===== config.mk =====
export PLATFORM = sky130hd
export DESIGN_NAME = multicycle_control
export DESIGN_NICKNAME = d
export VERILOG_FILES = /design/src/rtl/riscv_ctrl_pkg.sv /design/src/rtl/instr_decoder.sv /design/src/rtl/multicycle_control.sv
export SDC_FILE = /design/constraint.sdc
export NUM_CORES = 1
export LEC_CHECK = 0
export BUFFER_PORTS_ARGS = -buffer_cell sky130_fd_sc_hd__buf_4
export CAP_MARGIN = 10
export CORE_AREA = 2 2 43 45
export DETAILED_ROUTE_END_ITERATION = 10
export DIE_AREA = 0 0 45 47
export PLACE_DENSITY = 0.74
export SLEW_MARGIN = 20
export SYNTH_ARGS = -nofsm -noshare
export SYNTH_HDL_FRONTEND = slang
export SYNTH_SLANG_ARGS = --single-unit

===== constraint.sdc =====
create_clock -name clk -period 1.6 [get_ports clk]
set_clock_uncertainty 0.15 [all_clocks]
set_input_delay 0.24 -clock clk [delete_from_list [all_inputs] [get_ports clk]]
set_output_delay 0.24 -clock clk [all_outputs]
set_load 0.01 [all_outputs]

===== src/rtl/riscv_ctrl_pkg.sv =====
// Shared constants and types for the multicycle RV32I control path.
// Holds the FSM state enum, opcodes, ALUOp codes, mux selects and ImmSrc codes.
package riscv_ctrl_pkg;

   typedef enum logic [3:0] {
      S_FETCH    = 4'd0,
      S_DECODE   = 4'd1,
      S_MEMADR   = 4'd2,
      S_MEMREAD  = 4'd3,
      S_MEMWB    = 4'd4,
      S_MEMWRITE = 4'd5,
      S_EXECUTER = 4'd6,
      S_EXECUTEI = 4'd7,
      S_ALUWB    = 4'd8,
      S_BEQ      = 4'd9,
      S_JAL      = 4'd10
   } state_t;

   localparam logic [6:0] OP_LW  = 7'b0000011;
   localparam logic [6:0] OP_SW  = 7'b0100011;
   localparam logic [6:0] OP_R   = 7'b0110011;
   localparam logic [6:0] OP_I   = 7'b0010011;
   localparam logic [6:0] OP_BEQ = 7'b1100011;
   localparam logic [6:0] OP_JAL = 7'b1101111;

   localparam logic [1:0] ALUOP_ADD  = 2'b00;
   localparam logic [1:0] ALUOP_SUB  = 2'b01;
   localparam logic [1:0] ALUOP_FUNC = 2'b10;

   localparam logic [1:0] SRCA_PC    = 2'b00;
   localparam logic [1:0] SRCA_OLDPC = 2'b01;
   localparam logic [1:0] SRCA_RS1   = 2'b10;

   localparam logic [1:0] SRCB_RS2  = 2'b00;
   localparam logic [1:0] SRCB_IMM  = 2'b01;
   localparam logic [1:0] SRCB_FOUR = 2'b10;

   localparam logic [1:0] RES_ALUOUT    = 2'b00;
   localparam logic [1:0] RES_DATA      = 2'b01;
   localparam logic [1:0] RES_ALURESULT = 2'b10;

   localparam logic [1:0] IMM_I = 2'b00;
   localparam logic [1:0] IMM_S = 2'b01;
   localparam logic [1:0] IMM_B = 2'b10;
   localparam logic [1:0] IMM_J = 2'b11;

   // One-hot opcode class; all zero means unsupported opcode.
   typedef struct packed {
      logic lw;
      logic sw;
      logic r;
      logic i;
      logic beq;
      logic jal;
   } op_class_t;

endpackage


===== src/rtl/instr_decoder.sv =====
// Combinational opcode decode: immediate format select and one-hot class.
// Ports: i_opcode (7) in; o_imm_src (2) out; o_class (op_class_t) out.
module instr_decoder
   import riscv_ctrl_pkg::*;
(
   input  logic [6:0] i_opcode,
   output logic [1:0] o_imm_src,
   output op_class_t  o_class
);

   always_comb begin
      o_imm_src = IMM_I;
      o_class   = '0;
      case (i_opcode)
         OP_LW: begin
            o_class.lw = 1'b1;
         end
         OP_SW: begin
            o_class.sw = 1'b1;
            o_imm_src  = IMM_S;
         end
         OP_R: begin
            o_class.r = 1'b1;
         end
         OP_I: begin
            o_class.i = 1'b1;
         end
         OP_BEQ: begin
            o_class.beq = 1'b1;
            o_imm_src   = IMM_B;
         end
         OP_JAL: begin
            o_class.jal = 1'b1;
            o_imm_src   = IMM_J;
         end
         default: begin
         end
      endcase
   end

endmodule


===== src/rtl/multicycle_control.sv =====
// Main control FSM of the multicycle RV32I core (Moore, 3-5 cycles/instr).
// In: clk, reset (sync, high), opcode[7], zero, mem_ready.
// Out: mem_req, MemWrite, AdrSrc, IRWrite, PCWrite, RegWrite, ALUSrcA[2],
//      ALUSrcB[2], ALUOp[2], ResultSrc[2], ImmSrc[2], illegal_op, state_o[4].
module multicycle_control
   import riscv_ctrl_pkg::*;
(
   input  logic       clk,
   input  logic       reset,
   input  logic [6:0] opcode,
   input  logic       zero,
   input  logic       mem_ready,
   output logic       mem_req,
   output logic       MemWrite,
   output logic       AdrSrc,
   output logic       IRWrite,
   output logic       PCWrite,
   output logic       RegWrite,
   output logic [1:0] ALUSrcA,
   output logic [1:0] ALUSrcB,
   output logic [1:0] ALUOp,
   output logic [1:0] ResultSrc,
   output logic [1:0] ImmSrc,
   output logic       illegal_op,
   output logic [3:0] state_o
);

   state_t    r_state;
   state_t    w_state;
   state_t    w_next;
   op_class_t w_class;

   logic       w_mem_req;
   logic       w_mem_write;
   logic       w_adr_src;
   logic       w_ir_write;
   logic       w_pc_update;
   logic       w_branch;
   logic       w_reg_write;
   logic       w_illegal;
   logic [1:0] w_src_a;
   logic [1:0] w_src_b;
   logic [1:0] w_alu_op;
   logic [1:0] w_res_src;

   instr_decoder u_dec (
      .i_opcode  (opcode),
      .o_imm_src (ImmSrc),
      .o_class   (w_class)
   );

   always_ff @(posedge clk) begin
      if (reset) r_state <= S_FETCH;
      else       r_state <= w_next;
   end

   // Reset presents FETCH immediately, even before the register clears.
   assign w_state = reset ? S_FETCH : r_state;

   always_comb begin
      w_next      = S_FETCH;
      w_mem_req   = 1'b0;
      w_mem_write = 1'b0;
      w_adr_src   = 1'b0;
      w_ir_write  = 1'b0;
      w_pc_update = 1'b0;
      w_branch    = 1'b0;
      w_reg_write = 1'b0;
      w_illegal   = 1'b0;
      w_src_a     = SRCA_PC;
      w_src_b     = SRCB_RS2;
      w_alu_op    = ALUOP_ADD;
      w_res_src   = RES_ALUOUT;
      unique case (w_state)
         S_FETCH: begin
            w_mem_req   = 1'b1;
            w_src_b     = SRCB_FOUR;
            w_res_src   = RES_ALURESULT;
            w_ir_write  = mem_ready;
            w_pc_update = mem_ready;
            w_next      = mem_ready ? S_DECODE : S_FETCH;
         end
         S_DECODE: begin
            w_src_a = SRCA_OLDPC;
            w_src_b = SRCB_IMM;
            unique case (1'b1)
               w_class.lw,
               w_class.sw:  w_next = S_MEMADR;
               w_class.r:   w_next = S_EXECUTER;
               w_class.i:   w_next = S_EXECUTEI;
               w_class.beq: w_next = S_BEQ;
               w_class.jal: w_next = S_JAL;
               default: begin
                  w_next    = S_FETCH;
                  w_illegal = 1'b1;
               end
            endcase
         end
         S_MEMADR: begin
            w_src_a = SRCA_RS1;
            w_src_b = SRCB_IMM;
            w_next  = w_class.lw ? S_MEMREAD : S_MEMWRITE;
         end
         S_MEMREAD: begin
            w_mem_req = 1'b1;
            w_adr_src = 1'b1;
            w_next    = mem_ready ? S_MEMWB : S_MEMREAD;
         end
         S_MEMWB: begin
            w_res_src   = RES_DATA;
            w_reg_write = 1'b1;
            w_next      = S_FETCH;
         end
         S_MEMWRITE: begin
            w_mem_req   = 1'b1;
            w_adr_src   = 1'b1;
            w_mem_write = 1'b1;
            w_next      = mem_ready ? S_FETCH : S_MEMWRITE;
         end
         S_EXECUTER: begin
            w_src_a  = SRCA_RS1;
            w_src_b  = SRCB_RS2;
            w_alu_op = ALUOP_FUNC;
            w_next   = S_ALUWB;
         end
         S_EXECUTEI: begin
            w_src_a  = SRCA_RS1;
            w_src_b  = SRCB_IMM;
            w_alu_op = ALUOP_FUNC;
            w_next   = S_ALUWB;
         end
         S_ALUWB: begin
            w_res_src   = RES_ALUOUT;
            w_reg_write = 1'b1;
            w_next      = S_FETCH;
         end
         S_BEQ: begin
            w_src_a  = SRCA_RS1;
            w_src_b  = SRCB_RS2;
            w_alu_op = ALUOP_SUB;
            w_branch = 1'b1;
            w_next   = S_FETCH;
         end
         S_JAL: begin
            w_src_a     = SRCA_OLDPC;
            w_src_b     = SRCB_FOUR;
            w_pc_update = 1'b1;
            w_next      = S_ALUWB;
         end
         default: begin
            w_next = S_FETCH;
         end
      endcase
   end

   // Strobes are squashed during reset so an in-flight access is abandoned.
   assign mem_req    = w_mem_req & ~reset;
   assign MemWrite   = w_mem_write & ~reset;
   assign IRWrite    = w_ir_write & ~reset;
   assign RegWrite   = w_reg_write & ~reset;
   assign illegal_op = w_illegal & ~reset;
   assign PCWrite    = ~reset &
                       (w_pc_update | (w_branch & zero));

   assign AdrSrc    = w_adr_src;
   assign ALUSrcA   = w_src_a;
   assign ALUSrcB   = w_src_b;
   assign ALUOp     = w_alu_op;
   assign ResultSrc = w_res_src;
   assign state_o   = w_state;

endmodule


==> results of run 1 <==
==> kinds of logic after synthesis <==
logic type / count (synthesis) / synth area share [%]
simple gates: 43 / 43.3
compound gates: 28 / 30.1
buf+inv: 11 / 7.41
flops: 4 / 12.8
xor+xnor: 2 / 2.81
mux: 2 / 3.61
==> layout by cell type, fill, tap and decap left out, types with 2 or more instances in the layout <==
cell      count
mux2_2        2
xnor2_2       2
nand2_1       2
nor4_2        2
a211oi_2      2
a21oi_1       5
nand2b_4      2
nand3b_1      3
clkbuf_4      3
and3_4        2
nand3_4       3
o21ai_2       2
nor3_1        4
dfxtp_4       3
nor2_2        2
o21ai_1       2
nor3_4        2
nor2b_1       2
a21oi_2       3
nor2_1        2
nor2_4        3
inv_2         3
buf_6        19
buf_4        48
a21o_1        2
==> timing repair <==
action | CTS | global route
buffers inserted | 13 | 8
endpoints found under the setup margin | 18 | 18
pin swaps | 10 | 10
resized for setup | 39 | 32
==> critical path: stages, from the launching register on <==
cell,delay [ns]
dfxtp_2,0.35
inv_2,0.05
buf_6,0.12
nor3b_2,0.25
a21oi_1,0.11
o41ai_2,0.24
buf_4,0.18
==> metal layers <==
metal	vias to the layer above	global-route usage [%]	part of all wire, %
met5	-	0	0
met4	0	9.41	3.7
met3	17	3.85	6.8
met2	62	50.0	51
met1	497	27.2	39
li1	467	-	-
==> cell type report <==
| type | instances | area (sq um) | share of cell area [%] |
|---|---|---|---|
| Multi-Input combinational cell | 75 | 711 | 49.1 |
| Timing Repair Buffer | 68 | 589 | 40.7 |
| Sequential cell | 4 | 92.6 | 6.40 |
| Clock buffer | 3 | 22.5 | 1.56 |
| Tap cell | 17 | 21.3 | 1.47 |
| Inverter | 3 | 11.3 | 0.778 |
==> stage by stage <==
stage	power [mW]	hold WS, ns	area (sq um)
4_1_cts	0.385	0.0883	1260
3_5_place_dp	0.231	0.334	993
6_report	0.430	0.106	1450
3_3_place_gp	0.229	0.332	993
5_1_grt	0.441	0.123	1450
2_1_floorplan	0.166	0.200	633
==> how the worst min path moves through the flow <==
| stage | slack [ns] | cells after the start | to |
|---|---|---|---|
| 6_report | 0.11 | 2 | r_state[2] |
| 3_3_place_gp | 0.33 | 2 | r_state[2] |
| 2_1_floorplan | 0.20 | 1 | r_state[2] |
| 4_1_cts | 0.09 | 2 | r_state[2] |
| 5_1_grt | 0.12 | 2 | r_state[2] |
| 3_5_place_dp | 0.33 | 2 | r_state[2] |
==> power groups by stage <==
stage	registers [mW]	clock network, mW	logic, mW
2_1_floorplan	0.105	0	0.0610
3_3_place_gp	0.106	0	0.123
3_5_place_dp	0.106	0	0.125
4_1_cts	0.0994	0.129	0.157
5_1_grt	0.0999	0.135	0.206
6_report	0.100	0.132	0.198
==> metrics.txt, run 1 <==
# TYPE chip_impl_metric gauge
chip_impl_metric{name="avgRoutedWirePerCell",unit="microns"} 18.5
chip_impl_info{name="timing.hold.worst.class",value="primary input to flip-flop"} 1
chip_impl_info{name="grt_setup_unrepaired",value="yes"} 1
chip_impl_info{name="tritoncts",value="built"} 1
chip_impl_metric{name="largest_register_ffs",unit=""} 4
chip_impl_metric{name="power.clock.fraction",unit="%"} 30.7
chip_impl_metric{name="mappedNetlistNets",unit=""} 101
chip_impl_metric{name="cts_max_path_buffers",unit=""} 2
chip_impl_metric{name="synth_cells",unit=""} 90
chip_impl_metric{name="post-route-drc-count",unit=""} 0
chip_impl_metric{name="gp_congestion",unit=""} 0.773
chip_impl_metric{name="num_antenna_cells",unit=""} 0
chip_impl_metric{name="clkLatencyLatePin",unit="ns"} 0.24
chip_impl_metric{name="synth_edf_count",unit=""} 0
chip_impl_info{name="regToRegEndpoint",value="r_state[0]"} 1
chip_impl_metric{name="cts_made_buffers",unit=""} 3
chip_impl_metric{name="rrSetupSlack",unit="ns"} -0.11
chip_impl_metric{name="p_leak",unit="nW"} 0.593
chip_impl_metric{name="hold_viol_final",unit=""} 0
chip_impl_metric{name="die_w",unit="microns"} 45
chip_impl_metric{name="routed_wirelength",unit="mm"} 3.14
chip_impl_metric{name="number_of_global_route_vias_before_repair",unit=""} 867
chip_impl_metric{name="vdd_drop_max",unit="mV"} 0.294
chip_impl_metric{name="power.share.switching",unit="%"} 34.0
chip_impl_info{name="synth.top_cells.by_area",value="dfxtp_1, a21oi_1, nor3_1"} 1
chip_impl_metric{name="final_critical_path_setup_slack",unit="ns"} -0.338
chip_impl_metric{name="layout_min_cycle_time",unit="ns"} 1.94
chip_impl_metric{name="cp_data_arrival_time",unit="ns"} 1.55
chip_impl_metric{name="internal_power",unit="mW"} 0.284
chip_impl_info{name="setup.worst_path.class",value="flip-flop to output port"} 1
chip_impl_info{name="cts-root-buf",value="clkbuf_4"} 1
chip_impl_metric{name="io_pins",unit=""} 32
chip_impl_metric{name="setup_tns",unit="ns"} -2.52
chip_impl_metric{name="net-switching-power",unit="mW"} 0.146
chip_impl_metric{name="drtAntennaViolNets",unit=""} 0
chip_impl_info{name="postSynth.topFlopCell",value="dfxtp_1"} 1
chip_impl_metric{name="drv_cap",unit=""} 0
chip_impl_metric{name="floorplan.die_area",unit="sq um"} 2120
chip_impl_metric{name="floorplan.rows",unit=""} 15
chip_impl_metric{name="power_per_cell_area",unit="nW/um^2"} 297
chip_impl_metric{name="die_h",unit="microns"} 47
chip_impl_metric{name="reg2regPathDepth",unit=""} 7
chip_impl_metric{name="fill_cells",unit=""} 77
chip_impl_info{name="synth_largest_area_cell",value="dfxtp_1"} 1
chip_impl_metric{name="synth.top_cell.area_share",unit="%"} 12.8
chip_impl_metric{name="tightest_slew",unit="ns"} 0.298
chip_impl_metric{name="tritoncts_num_sinks",unit=""} 4
chip_impl_metric{name="path_clk_slew",unit="ns"} 0.04
chip_impl_metric{name="synthesis.area_per_instance",unit="sq um"} 6.94
chip_impl_metric{name="drt_iter0_markers",unit=""} 10
chip_impl_info{name="worstReg2RegStart",value="r_state[0]"} 1
chip_impl_metric{name="relSlewSlack",unit="%"} 80.0
chip_impl_metric{name="grt.total_usage",unit="%"} 25.4
chip_impl_info{name="timing.critical_path.from",value="r_state[0]"} 1
chip_impl_info{name="failed_checks",value="negative setup slack"} 1
chip_impl_info{name="yosys.cell_count.top_type",value="a21oi_1"} 1
chip_impl_metric{name="final.period_utilization",unit="%"} 121
chip_impl_metric{name="final_cells",unit=""} 170
chip_impl_metric{name="preCtsSetupSlack",unit="ns"} -0.0496
chip_impl_metric{name="hold_bufs_inserted_after_cts",unit=""} 0
chip_impl_metric{name="utilization",unit="%"} 87.7
chip_impl_metric{name="setup_violations",unit=""} 18
chip_impl_metric{name="initial_utilization",unit="%"} 37.8
chip_impl_info{name="timing.critical_path.from_type",value="flip-flop"} 1
chip_impl_metric{name="worst_ep_required_time",unit="ns"} 1.21
chip_impl_metric{name="overflow_left_after_global_routing",unit=""} 0
chip_impl_info{name="worstSetupEndpointType",value="output port"} 1
chip_impl_info{name="reg_top3",value="r_state (4)"} 1
chip_impl_metric{name="critPathMaxFanout",unit=""} 3
chip_impl_metric{name="drt_first_pass_iters",unit=""} 4
chip_impl_metric{name="async_reset_ff_share",unit="%"} 0
chip_impl_info{name="result_of_the_run",value="complete, but fails checks"} 1
chip_impl_metric{name="port_buffers",unit=""} 31
chip_impl_metric{name="timing.fmax",unit="GHz"} 0.516
chip_impl_metric{name="yosysSeqAreaShare",unit="%"} 12.8
chip_impl_metric{name="p_seq_share",unit="%"} 23.2
chip_impl_info{name="regMostFlops",value="r_state"} 1
chip_impl_info{name="hp-start",value="opcode[4]"} 1
chip_impl_metric{name="grt_first_pass_wirelength",unit="mm"} 3.81
chip_impl_metric{name="routed_via_count",unit=""} 1043
chip_impl_metric{name="design.final.nets",unit=""} 166
chip_impl_info{name="crit_end",value="PCWrite"} 1
chip_impl_metric{name="h-tree-depth",unit=""} 1
chip_impl_metric{name="synth_cell_type_count",unit=""} 42
chip_impl_metric{name="final_max_slew_viol_count",unit=""} 0
chip_impl_metric{name="grt_max_degree",unit=""} 12
chip_impl_metric{name="number_of_antenna_violations_at_the_first_check_in_global_routing",unit=""} 0
chip_impl_metric{name="number_of_instances_in_the_placed_design",unit=""} 149
chip_impl_metric{name="viasPerCell",unit=""} 6.14
chip_impl_metric{name="layout-drive-gt1-share",unit="%"} 76.5
chip_impl_metric{name="placeableCoreArea",unit="sq um"} 1650
chip_impl_metric{name="p_comb_share",unit="%"} 46.0
chip_impl_metric{name="synthToLayoutAreaGrowth",unit="%"} 132
chip_impl_metric{name="dp_hpwl",unit="mm"} 1.59
chip_impl_metric{name="synthesized_flop_and_latch_total",unit=""} 4
chip_impl_metric{name="yosys_warnings",unit=""} 0
chip_impl_metric{name="mappedNetlistArea",unit="sq um"} 624
chip_impl_info{name="synth_top_cells_by_count",value="a21oi_1, nor3_1, nor2_1"} 1
No activity file was read; power rests on OpenSTA's default activity.
==> run 2, diff against run 1 <==
==> constraint.sdc (replaced) <==
create_clock -name clk -period 1.6 [get_ports clk]
set_clock_uncertainty 0.15 [all_clocks]
set_input_delay 0.08 -clock clk [delete_from_list [all_inputs] [get_ports clk]]
set_output_delay 0.08 -clock clk [all_outputs]
set_load 0.01 [all_outputs]
==> metrics.txt, run 2 (synthesis results as in run 1) <==
# TYPE chip_impl_metric gauge
chip_impl_info{name="result_of_the_run",value="complete, but fails checks"} 1
chip_impl_info{name="failed_checks",value="negative setup slack"} 1
chip_impl_metric{name="overflow_left_after_global_routing",unit=""} 0
chip_impl_metric{name="final.period_utilization",unit="%"} 105
chip_impl_metric{name="tightest_slew",unit="ns"} 0.326
chip_impl_metric{name="drv_cap",unit=""} 0
chip_impl_metric{name="post-route-drc-count",unit=""} 0
chip_impl_metric{name="final_design_area_no_fill",unit="sq um"} 1080
chip_impl_metric{name="floorplan.rows",unit=""} 15
chip_impl_metric{name="p_leak",unit="nW"} 0.464
chip_impl_metric{name="worst_ep_required_time",unit="ns"} 1.37
chip_impl_metric{name="avgRoutedWirePerCell",unit="microns"} 15.1
chip_impl_metric{name="drt_iter0_markers",unit=""} 21
chip_impl_metric{name="gp_congestion",unit=""} 0.917
chip_impl_metric{name="grt.total_usage",unit="%"} 22.0
chip_impl_info{name="mostFrequentLayoutCells",value="buf_4, a21oi_1, nor2_1, nor3_1, buf_6"} 1
chip_impl_metric{name="grt_max_degree",unit=""} 19
chip_impl_metric{name="grt_first_pass_wirelength",unit="mm"} 3.44
chip_impl_metric{name="clkLatencyLatePin",unit="ns"} 0.23
chip_impl_metric{name="number_of_antenna_violations_at_the_first_check_in_global_routing",unit=""} 0
chip_impl_info{name="cts-root-buf",value="clkbuf_4"} 1
chip_impl_metric{name="power_per_cell_area",unit="nW/um^2"} 327
chip_impl_metric{name="drtAntennaViolNets",unit=""} 0
chip_impl_metric{name="setup_violations",unit=""} 3
chip_impl_info{name="reg_top3",value="r_state (4)"} 1
chip_impl_info{name="worstSetupEndpointType",value="output port"} 1
chip_impl_metric{name="die_w",unit="microns"} 45
chip_impl_metric{name="number_of_global_route_vias_before_repair",unit=""} 807
chip_impl_metric{name="relSlewSlack",unit="%"} 78.1
chip_impl_metric{name="initial_utilization",unit="%"} 37.8
chip_impl_metric{name="cp_data_arrival_time",unit="ns"} 1.45
chip_impl_metric{name="routed_wirelength",unit="mm"} 2.28
chip_impl_metric{name="port_buffers",unit=""} 31
chip_impl_info{name="regMostFlops",value="r_state"} 1
chip_impl_metric{name="cts_made_buffers",unit=""} 3
chip_impl_metric{name="final_max_slew_viol_count",unit=""} 0
chip_impl_metric{name="vdd_drop_max",unit="mV"} 0.577
chip_impl_metric{name="num_antenna_cells",unit=""} 0
chip_impl_metric{name="floorplan.die_area",unit="sq um"} 2120
chip_impl_metric{name="hold_viol_final",unit=""} 0
chip_impl_info{name="timing.hold.worst.class",value="primary input to flip-flop"} 1
chip_impl_metric{name="tritoncts_num_sinks",unit=""} 4
chip_impl_metric{name="cpPeakStageDelay",unit="ns"} 0.49
chip_impl_metric{name="timing.fmax",unit="GHz"} 0.595
chip_impl_metric{name="dp_hpwl",unit="mm"} 1.52
chip_impl_metric{name="path_clk_slew",unit="ns"} 0.04
chip_impl_info{name="setup.worst_path.class",value="flip-flop to output port"} 1
chip_impl_metric{name="viasPerCell",unit=""} 5.63
chip_impl_metric{name="io_pins",unit=""} 32
chip_impl_metric{name="routed_via_count",unit=""} 850
chip_impl_metric{name="preCtsSetupSlack",unit="ns"} 0.0839
chip_impl_info{name="most_common_cell_after_layout_fill_and_taps_aside",value="buf_4"} 1
chip_impl_metric{name="final_critical_path_setup_slack",unit="ns"} -0.0798
chip_impl_metric{name="critPathMaxFanout",unit=""} 5
chip_impl_metric{name="placeableCoreArea",unit="sq um"} 1650
chip_impl_metric{name="cts_max_path_buffers",unit=""} 2
chip_impl_metric{name="synthToLayoutAreaGrowth",unit="%"} 72.9
chip_impl_metric{name="layout_min_cycle_time",unit="ns"} 1.68
chip_impl_info{name="timing.critical_path.from_type",value="flip-flop"} 1
chip_impl_info{name="crit_chain",value="buf_6, or4_1, a21oi_1, buf_4"} 1
chip_impl_metric{name="layout-drive-gt1-share",unit="%"} 53.0
chip_impl_metric{name="detailed_place.area",unit="sq um"} 918
chip_impl_info{name="grt_setup_unrepaired",value="yes"} 1
chip_impl_metric{name="design.final.nets",unit=""} 147
chip_impl_info{name="tritoncts",value="built"} 1
chip_impl_metric{name="largest_register_ffs",unit=""} 4
chip_impl_metric{name="h-tree-depth",unit=""} 1
chip_impl_info{name="slowest_stage",value="or4_1"} 1
chip_impl_metric{name="die_h",unit="microns"} 47
chip_impl_metric{name="drt_first_pass_iters",unit=""} 4
-- run 2: worst max-delay path: cells and delay by family (launching register included) --
kind                   cells  cell delay [ns]
flip-flops                 1             0.34
AO/OA/AOI/OAI              1             0.13
buffers and inverters      2             0.25
AND/OR/NAND/NOR            1             0.49
-- run 2: layout make-up --
type | instances | area [sq um]
Clock buffer | 3 | 22.5
Multi-Input combinational cell | 75 | 547
Tap cell | 17 | 21.3
Fill cell | 154 | 572
Sequential cell | 4 | 92.6
Inverter | 3 | 11.3
Timing Repair Buffer | 49 | 385
-- run 2: final timing paths --
path	startpoint	endpoint	slack [ns]	cells past startpoint
min	reset	r_state[0]	0.05	2
min reg2reg	r_state[0]	r_state[1]	0.50	3
max reg2reg	r_state[1]	r_state[0]	0.07	6
max	r_state[1]	ALUSrcA[1]	-0.08	4
-- run 2: per-stage QoR --
step                      utilization (%)  cells  hold WS (ns)  total power, mW  TNS (ns)
final                                65.4    151        0.0484            0.353   -0.0826
after floorplan                         -     90        0.0402            0.165         0
after global routing                 65.4    151        0.0333            0.383    -0.402
after detailed placement             55.6    140         0.188            0.221         0
after global placement               55.6    140         0.189            0.219         0
after CTS                            63.9    150        0.0213            0.352    -0.105
-- run 2: where the power goes --
| part | switching, mW | total [mW] | internal [mW] |
|---|---|---|---|
| Combinational | 0.0653 | 0.129 | 0.0639 |
| Clock | 0.0400 | 0.124 | 0.0838 |
| Sequential | 0.00216 | 0.0997 | 0.0975 |
| Total | 0.107 | 0.353 | 0.245 |
-- run 2: timing repair --
action / CTS / global route
pin swaps: 4 / 7
resized for setup: 19 / 3
buffers inserted: 6 / 1
endpoints found under the hold margin: 1 / 0
hold buffers: 1 / 0
endpoints found under the setup margin: 6 / 8
-- run 2: layer usage --
metal  track usage, %  share of wire [%]  vias up
met5                0                  0        -
met4             5.29                  0        0
met3             5.00                4.2        0
met2             40.6                 53       23
met1             25.8                 43      397
li1                 -                  -      430
==> run 3, diff against run 2 <==
--- a/config.mk
+++ b/config.mk
@@ -10,7 +10,9 @@
 export CORE_AREA = 2 2 43 45
 export DETAILED_ROUTE_END_ITERATION = 10
 export DIE_AREA = 0 0 45 47
+export HOLD_SLACK_MARGIN = 0.08
 export PLACE_DENSITY = 0.74
+export SETUP_SLACK_MARGIN = 0.02
 export SLEW_MARGIN = 20
 export SYNTH_ARGS = -nofsm -noshare
 export SYNTH_HDL_FRONTEND = slang
==> metrics.txt, run 3 (synthesis results as in run 1) <==
# TYPE chip_impl_metric gauge
chip_impl_metric{name="placeableCoreArea",unit="sq um"} 1650
chip_impl_metric{name="synthToLayoutAreaGrowth",unit="%"} 78.6
chip_impl_metric{name="number_of_instances_in_the_placed_design",unit=""} 140
chip_impl_metric{name="number_of_global_route_vias_before_repair",unit=""} 803
chip_impl_metric{name="overflow_left_after_global_routing",unit=""} 0
chip_impl_metric{name="final_cells",unit=""} 154
chip_impl_metric{name="die_w",unit="microns"} 45
chip_impl_metric{name="drt_iter0_markers",unit=""} 20
chip_impl_metric{name="layout-drive-gt1-share",unit="%"} 52.6
chip_impl_metric{name="grt_first_pass_wirelength",unit="mm"} 3.63
chip_impl_metric{name="routed_wirelength",unit="mm"} 2.31
chip_impl_info{name="timing.hold.worst.class",value="primary input to flip-flop"} 1
chip_impl_metric{name="cts_made_buffers",unit=""} 3
chip_impl_info{name="routed.top_layer",value="met4"} 1
chip_impl_metric{name="setup_tns",unit="ns"} -0.0904
chip_impl_info{name="mostFrequentLayoutCells",value="buf_4, a21oi_1, nor2_1, nor3_1"} 1
chip_impl_info{name="result_of_the_run",value="complete, but fails checks"} 1
chip_impl_info{name="tritoncts",value="built"} 1
chip_impl_metric{name="grt.total_usage",unit="%"} 23.5
chip_impl_metric{name="tightest_slew",unit="ns"} 0.254
chip_impl_metric{name="internal_power",unit="mW"} 0.249
chip_impl_metric{name="drv_cap",unit=""} 0
chip_impl_info{name="timing.critical_path.from_type",value="flip-flop"} 1
chip_impl_info{name="reg_top3",value="r_state (4)"} 1
chip_impl_metric{name="floorplan.rows",unit=""} 15
chip_impl_metric{name="h-tree-depth",unit=""} 1
chip_impl_metric{name="floorplan.die_area",unit="sq um"} 2120
chip_impl_metric{name="timing.fmax",unit="GHz"} 0.593
chip_impl_metric{name="report.power.total",unit="mW"} 0.362
chip_impl_metric{name="drt_first_pass_iters",unit=""} 4
chip_impl_metric{name="power.share.switching",unit="%"} 31.1
chip_impl_metric{name="final_max_slew_viol_count",unit=""} 0
chip_impl_metric{name="cts_max_path_buffers",unit=""} 2
chip_impl_metric{name="viasPerCell",unit=""} 5.72
chip_impl_metric{name="gp_congestion",unit=""} 0.917
chip_impl_metric{name="critPathMaxFanout",unit=""} 5
chip_impl_metric{name="drtAntennaViolNets",unit=""} 0
chip_impl_metric{name="layout_min_cycle_time",unit="ns"} 1.69
chip_impl_metric{name="hold_viol_final",unit=""} 0
chip_impl_metric{name="setup_violations",unit=""} 2
chip_impl_metric{name="tritoncts_num_sinks",unit=""} 4
chip_impl_metric{name="worst_ep_required_time",unit="ns"} 1.37
chip_impl_metric{name="p_comb_share",unit="%"} 37.1
chip_impl_metric{name="rrSetupSlack",unit="ns"} 0.04
chip_impl_metric{name="post-route-drc-count",unit=""} 0
chip_impl_metric{name="path_clk_slew",unit="ns"} 0.04
chip_impl_metric{name="final.period_utilization",unit="%"} 105
chip_impl_metric{name="initial_utilization",unit="%"} 37.8
chip_impl_metric{name="port_buffers",unit=""} 31
chip_impl_metric{name="dr_wl_met3",unit="microns"} 148
chip_impl_info{name="worst_hold_path.endpoint",value="r_state[1]"} 1
chip_impl_metric{name="relSlewSlack",unit="%"} 82.9
chip_impl_info{name="regToRegEndpoint",value="r_state[0]"} 1
chip_impl_metric{name="utilization",unit="%"} 67.5
chip_impl_metric{name="power.clock.fraction",unit="%"} 35.3
chip_impl_metric{name="detail_route.wirelength.met1",unit="microns"} 954
chip_impl_metric{name="dp_hpwl",unit="mm"} 1.52
chip_impl_metric{name="net-switching-power",unit="mW"} 0.112
chip_impl_info{name="cts-root-buf",value="clkbuf_4"} 1
chip_impl_metric{name="p_seq_share",unit="%"} 27.5
chip_impl_metric{name="cp_data_arrival_time",unit="ns"} 1.46
chip_impl_metric{name="power_per_cell_area",unit="nW/um^2"} 325
chip_impl_metric{name="design.final.nets",unit=""} 150
chip_impl_metric{name="vdd_drop_max",unit="mV"} 0.599
chip_impl_metric{name="grt_max_degree",unit=""} 18
chip_impl_info{name="setup.worst_path.class",value="flip-flop to output port"} 1
chip_impl_metric{name="p_leak",unit="nW"} 0.473
chip_impl_info{name="worstReg2RegStart",value="r_state[1]"} 1
chip_impl_metric{name="io_pins",unit=""} 32
chip_impl_info{name="failed_checks",value="negative setup slack"} 1
chip_impl_metric{name="avgRoutedWirePerCell",unit="microns"} 15.0
chip_impl_metric{name="reg2regPathDepth",unit=""} 6
chip_impl_metric{name="num_antenna_cells",unit=""} 0
chip_impl_info{name="most_common_cell_after_layout_fill_and_taps_aside",value="buf_4"} 1
chip_impl_info{name="hp-start",value="opcode[4]"} 1
chip_impl_metric{name="final_design_area_no_fill",unit="sq um"} 1110
chip_impl_metric{name="final_critical_path_setup_slack",unit="ns"} -0.0866
chip_impl_metric{name="die_h",unit="microns"} 47
chip_impl_metric{name="number_of_antenna_violations_at_the_first_check_in_global_routing",unit=""} 0
chip_impl_info{name="grt_setup_unrepaired",value="yes"} 1
chip_impl_metric{name="detailed_place.area",unit="sq um"} 918
chip_impl_metric{name="clkLatencyLatePin",unit="ns"} 0.24
chip_impl_metric{name="routed_via_count",unit=""} 881
chip_impl_metric{name="met2_length",unit="mm"} 1.16
chip_impl_metric{name="largest_register_ffs",unit=""} 4
chip_impl_info{name="regMostFlops",value="r_state"} 1
chip_impl_metric{name="worst_hold_path_cell_count",unit=""} 4
chip_impl_info{name="worstSetupEndpointType",value="output port"} 1
run 3: cell types whose count changed in the layout (fill, tap and decap cells not counted), sizes merged:
cell | before | now
dlygate4sd3 | 1 | 4
run 3: worst max-delay path by stage:
| stage | start | endpoint | depth (start not counted) | slack (ns) |
|---|---|---|---|---|
| 6_report | r_state[2] | ALUSrcA[1] | 4 | -0.09 |
| 5_1_grt | r_state[2] | ALUSrcA[1] | 4 | -0.13 |
| 4_1_cts | r_state[2] | ALUSrcA[1] | 4 | -0.10 |
| 3_5_place_dp | r_state[1] | ALUSrcA[1] | 4 | 0.08 |
| 3_3_place_gp | r_state[1] | ALUSrcA[1] | 4 | 0.1 |
| 2_1_floorplan | r_state[1] | PCWrite | 4 | 0.08 |
run 3: timing repair:
item                                    in CTS  in global routing
endpoints found under the hold margin        4                  0
pin swaps                                    4                  5
gates resized for setup                     19                  4
endpoints found under the setup margin       7                 10
hold buffers                                 4                  0
buffers inserted                             6                  1
run 3: critical path, stage by stage (launching register included):
cell and delay (ns):
dfxtp_4 0.35, buf_6 0.11, or4_1 0.49, a21oi_1 0.13
buf_4 0.13
run 3: area by class of cell:
cell class / count / area (sq um)
repair buffers: 52 / 415
well taps: 17 / 21.3
inverters: 3 / 11.3
flip-flops and latches: 4 / 92.6
multi-input cells: 75 / 552
fillers: 142 / 537
clock buffers: 3 / 22.5
run 3: routing by layer:
metal | track usage (%) | vias up
met2 | 42.9 | 36
met5 | 0 | -
li1 | - | 433
met3 | 5.00 | 4
met4 | 6.47 | 0
met1 | 27.8 | 408
run 3: power groups by stage:
stage / Sequential [mW] / Clock [mW] / Combinational, mW
6_report: 0.0997 / 0.128 / 0.134
5_1_grt: 0.0999 / 0.140 / 0.146
3_3_place_gp: 0.106 / 0 / 0.114
2_1_floorplan: 0.105 / 0 / 0.0597
4_1_cts: 0.0996 / 0.128 / 0.129
3_5_place_dp: 0.106 / 0 / 0.115
run 3: through the flow:
stage / setup WS (ns) / hold WS, ns
2_1_floorplan: 0.0848 / 0.0402
3_3_place_gp: 0.0975 / 0.189
3_5_place_dp: 0.0839 / 0.188
4_1_cts: -0.105 / 0.105
5_1_grt: -0.133 / 0.132
6_report: -0.0866 / 0.115
